--- config.mk ---
export PLATFORM = sky130hd
export DESIGN_NAME = image_filter_engine
export DESIGN_NICKNAME = d
export VERILOG_FILES = /design/src/rtl/image_filter_engine.sv
export SDC_FILE = /design/constraint.sdc
export NUM_CORES = 1
export LEC_CHECK = 0
export BUFFER_PORTS_ARGS = -buffer_cell sky130_fd_sc_hd__buf_2
export CORE_MARGIN = 10
export CORE_UTILIZATION = 45
export CTS_CLUSTER_DIAMETER = 100
export CTS_CLUSTER_SIZE = 25
export DETAILED_ROUTE_END_ITERATION = 10
export HOLD_SLACK_MARGIN = 0.06
export PLACE_DENSITY = 0.6
export SLEW_MARGIN = 20
export SYNTH_ARGS = -nofsm -noshare
export SYNTH_HDL_FRONTEND = slang
export SYNTH_SLANG_ARGS = --single-unit
--- constraint.sdc ---
create_clock -name CLK -period 8 [get_ports CLK]
set_clock_uncertainty 0.15 [all_clocks]
set_input_delay 0.8 -clock CLK [delete_from_list [all_inputs] [get_ports CLK]]
set_output_delay 0.8 -clock CLK [all_outputs]
set_load 0.03 [all_outputs]
--- src/rtl/image_filter_engine.sv ---
// Streams an 8-bit greyscale image through a 3-tap horizontal window and writes one
// filtered pixel (copy/invert/threshold/blur) per source pixel back to memory.
module image_filter_engine #(
    parameter int unsigned IMG_W    = 390,
    parameter int unsigned IMG_H    = 390,
    parameter logic [31:0] SRC_BASE = 32'd0,
    parameter logic [31:0] DST_BASE = 32'd0
) (
    input  logic        CLK,
    input  logic        RST_N,
    input  logic        start,
    input  logic [1:0]  mode,
    input  logic [7:0]  thr,
    output logic [31:0] rA,
    input  logic [7:0]  RD,
    output logic [31:0] wA,
    output logic [7:0]  WD,
    output logic        WE,
    output logic        busy,
    output logic        done
);

    localparam int unsigned COL_W = (IMG_W > 1) ? $clog2(IMG_W) : 1;
    localparam int unsigned ROW_W = (IMG_H > 1) ? $clog2(IMG_H) : 1;
    localparam logic [COL_W-1:0] COL_LAST = COL_W'(IMG_W - 1);
    localparam logic [ROW_W-1:0] ROW_LAST = ROW_W'(IMG_H - 1);

    typedef enum logic [2:0] {
        S_IDLE,
        S_READ,
        S_FLUSH,
        S_DRAIN,
        S_DONE
    } state_e;

    state_e             state_q, state_d;
    logic [COL_W-1:0]   col_q, col_d;
    logic [ROW_W-1:0]   row_q, row_d;
    logic [31:0]        rowbase_q, rowbase_d;
    logic [7:0]         l_q, l_d, c_q, c_d;
    logic [1:0]         mode_q, mode_d;
    logic [7:0]         thr_q, thr_d;
    logic [31:0]        ra_q, ra_d;
    logic [31:0]        wa_q, wa_d;
    logic [7:0]         wd_q, wd_d;
    logic               we_q, we_d;
    logic               busy_q, busy_d;
    logic               done_q, done_d;

    // Per-pixel operation on the (left, centre, right) window.
    function automatic logic [7:0] pix_f(input logic [1:0] m, input logic [7:0] t,
                                         input logic [7:0] lf, input logic [7:0] ct,
                                         input logic [7:0] rt);
        logic [9:0] sum;
        sum = {2'b00, lf} + {1'b0, ct, 1'b0} + {2'b00, rt};
        case (m)
            2'b00:   pix_f = ct;
            2'b01:   pix_f = 8'd255 - ct;
            2'b10:   pix_f = (ct >= t) ? 8'd255 : 8'd0;
            default: pix_f = sum[9:2];
        endcase
    endfunction

    always_comb begin
        state_d   = state_q;
        col_d     = col_q;
        row_d     = row_q;
        rowbase_d = rowbase_q;
        l_d       = l_q;
        c_d       = c_q;
        mode_d    = mode_q;
        thr_d     = thr_q;
        wa_d      = wa_q;
        wd_d      = wd_q;
        we_d      = 1'b0;

        case (state_q)
            S_IDLE: begin
                if (start) begin
                    mode_d  = mode;
                    thr_d   = thr;
                    state_d = S_READ;
                end
            end
            S_READ: begin
                if (col_q == '0) begin
                    l_d = RD;
                    c_d = RD;
                end else begin
                    we_d = 1'b1;
                    wa_d = DST_BASE + rowbase_q + 32'(col_q) - 32'd1;
                    wd_d = pix_f(mode_q, thr_q, l_q, c_q, RD);
                    l_d  = c_q;
                    c_d  = RD;
                end
                if (col_q == COL_LAST) begin
                    state_d = S_FLUSH;
                end else begin
                    col_d = col_q + COL_W'(1);
                end
            end
            S_FLUSH: begin
                // Right edge: replicate the centre pixel as the right neighbour.
                we_d  = 1'b1;
                wa_d  = DST_BASE + rowbase_q + 32'(COL_LAST);
                wd_d  = pix_f(mode_q, thr_q, l_q, c_q, c_q);
                col_d = '0;
                if (row_q == ROW_LAST) begin
                    row_d     = '0;
                    rowbase_d = '0;
                    state_d   = S_DRAIN;
                end else begin
                    row_d     = row_q + ROW_W'(1);
                    rowbase_d = rowbase_q + 32'(IMG_W);
                    state_d   = S_READ;
                end
            end
            S_DRAIN: state_d = S_DONE;
            S_DONE:  state_d = S_IDLE;
            default: state_d = S_IDLE;
        endcase

        ra_d   = SRC_BASE + rowbase_d + 32'(col_d);
        busy_d = (state_d == S_READ) || (state_d == S_FLUSH) || (state_d == S_DRAIN);
        done_d = (state_d == S_DONE);
    end

    always_ff @(posedge CLK or negedge RST_N) begin
        if (!RST_N) begin
            state_q   <= S_IDLE;
            col_q     <= '0;
            row_q     <= '0;
            rowbase_q <= '0;
            l_q       <= '0;
            c_q       <= '0;
            mode_q    <= '0;
            thr_q     <= '0;
            ra_q      <= SRC_BASE;
            wa_q      <= '0;
            wd_q      <= '0;
            we_q      <= 1'b0;
            busy_q    <= 1'b0;
            done_q    <= 1'b0;
        end else begin
            state_q   <= state_d;
            col_q     <= col_d;
            row_q     <= row_d;
            rowbase_q <= rowbase_d;
            l_q       <= l_d;
            c_q       <= c_d;
            mode_q    <= mode_d;
            thr_q     <= thr_d;
            ra_q      <= ra_d;
            wa_q      <= wa_d;
            wd_q      <= wd_d;
            we_q      <= we_d;
            busy_q    <= busy_d;
            done_q    <= done_d;
        end
    end

    assign rA   = ra_q;
    assign wA   = wa_q;
    assign WD   = wd_q;
    assign WE   = we_q;
    assign busy = busy_q;
    assign done = done_q;

endmodule

==> results.ini <==
[status]
status=finished, final reports clean

[worst_setup_path]
worstSetupEndpointType=flop
arrival_ps=4870
crit_path_cell_trace=nor2_1, nand2_1, buf_4, or3_1, xnor2_1, nor2_1, ha_1, o21a_1, o31a_1, o2111ai_1, a22oi_2, nand3_1, nor4b_2, nand3_1, xnor2_1
critPathTopFamily=simple AND/OR/NAND/NOR gates
crit_required_ps=8140
slowest_stage=nand2_1
rr_worst_depth=15
path_buf_inv=1
critPathMaxStageDelay_ps=510
worstSetupPathType=flop to flop
cp.depth=15
critPathMaxFanout=31
startpoint_type=flop

[synthesis]
syn_area_um2=11100
synth_ff_type=dfrtp_1
synth_edf_count=0
synth_fa_ha_area_frac=0.125
yosysSeqAreaShare=0.347
ys_warn_count=0
synth-xor-area-share=0.0968
yosys.area_share.simple=0.184
ys_async_sr_fraction=1.00
ys_ff_latch=154
synth_nets=1356
synth_top_family_by_area=simple AND/OR/NAND/NOR gates
syn_avg_cell_area_um2=9.07
synthMuxAreaShare=0.0284
synth_top_area_cell=dfrtp_1
synth_compound_area_frac=0.173
synth.area.top_cells=dfrtp_1, ha_1, xnor2_1
synth_top_area_frac=0.347
ys_types=90
yosysMostFrequentCell=dfrtp_1
yosys-top-cells-count=dfrtp_1, nor2_1, ha_1, xnor2_1
syn_inst=1226

[layout]
antenna_cells=0
fillers=2289
final_cells=1648
seq_area_um2=3850
layout.nets=1441
syn_to_final_growth_pct=12.7
final_cell_area_um2=12500
fin_util=0.515
drive_gt1_frac=0.140
multi_input_area_um2=6760

[timing]
min_period_over_period=0.590
rsz0062_at_grt=false
hold_ws_ps=346
tns_ps=0
hold_viol=0
max_freq_ghz=0.212
drv_slew=0
period_needed_ps=4720
slew_headroom=0.364
worstMarginPinSlew_ps=954
setup_viol=0
fin_ws_ps=3280

[floorplan]
die_area_um2=31400
start_util=0.457
die_w_um=177
ioPinCount=96
die_h_um=177
rows=57
core-area_um2=24300

[pwr]
power_switching_mw=1.67
p_total_mw=3.97
pwr-share-seq=0.277
p_leak_nw=6.01
vdd_drop_max_mv=0.162
p_int_mw=2.29
pwr-share-clk=0.218
power_frac_comb=0.505
p_sw_frac=0.422
p_per_area_nw_per_um2=316

[route]
vias_per_cell=5.63
num_vias=9270
wl_per_cell_um=18.6
firstDrtPassIters=5
drc=0
ant_nets=0
drt-initial-drc-count=722
wl_mm=30.7

[clock_tree]
post-cts-setup-buffers=0
clk_latency_ps=440
root_buffer=clkbuf_16
hold_buffers=0
h-tree-depth=4
clock_sinks=154
cts-resized-gates=0
clk_pin_slew_worst_paths_ps=70
max-clock-path-buffers=2
numCtsBuffers=17
tritoncts=done

[min_path]
hold_path.class=primary input to asynchronous set/reset pin

[place]
place_area_um2=11900
dp_slack_ps=3340
io_buffers=95
dp_hpwl_mm=22.8
place_congestion=0.882
placedCellCount=1615

[grt]
grt_pass1_wl_mm=49.6
track_usage=0.197
antenna_found_initial=0
grt_max_degree=100
overflow=0
grt_pass1_vias=8927

[job]
cap_violations=0

==> registers in the layout (all words and copies together) (netlist names) <==
name / flops
rA: 32
rowbase_q: 32
wA: 32
col_q: 9
row_q: 9
WD: 8
c_q: 8
l_q: 8
thr_q: 8
state_q: 3
mode_q: 2
WE: 1
busy: 1
done: 1
==> worst paths after layout <==
check | from | slack [ps] | endpoint
min reg2reg | WD[2] | 350 | WD[2]
max | state_q[0] | 3280 | rA[26]
min in group CLK | WD[2] | 350 | WD[2]
min | RST_N | 350 | rA[4]
max reg2reg | state_q[0] | 3280 | rA[26]
max in group asynchronous | RST_N | 6040 | state_q[1]
==> layout make-up <==
cell class | count | share of cell area
multi-input combinational | 943 | 0.540
tap | 324 | 0.0323
sequential | 154 | 0.307
inverter | 91 | 0.0273
clock buffer | 20 | 0.0372
clock inverter | 12 | 0.0119
timing repair buffer | 104 | 0.0441
==> routing by layer <==
layer / vias to the layer above / GRT usage / share of wire
li1: 4544 / - / -
met1: 4406 / 0.302 / 0.52
met2: 299 / 0.280 / 0.41
met3: 21 / 0.0337 / 0.065
met4: 0 / 0.0424 / 0.010
met5: - / 0 / 0
==> layout by cell type, fill, tap and decap left out, types with 18 or more instances in the layout <==
cell type	synthesis	routed
a21oi_1	79	78
nor2_1	112	112
o21ai_0	61	61
inv_1	90	90
a21o_1	19	19
xnor2_1	92	92
dfrtp_1	154	154
a31oi_1	18	18
xor2_1	29	29
nor3_1	29	29
or3_1	21	21
nand4_1	21	21
buf_2	2	94
ha_1	106	106
nand2_1	90	90
mux2i_1	18	18
nand3_1	29	29
==> logic make-up after synthesis <==
kind of cell / after synthesis
compound gates: 291
xor+xnor: 122
fa+ha+maj: 109
buf+inv: 129
flops: 154
mux: 30
simple gates: 391
==> power groups by stage <==
| stage | registers, mW | logic, mW | clock network [mW] |
|---|---|---|---|
| after floorplan | 1.31 | 1.30 | 0 |
| after global routing | 1.12 | 2.23 | 0.914 |
| after global placement | 1.11 | 1.97 | 0 |
| final | 1.10 | 2.00 | 0.864 |
| after CTS | 1.10 | 2.01 | 0.881 |
| after detailed placement | 1.11 | 2.00 | 0 |
(Power assumes the default switching activity.)
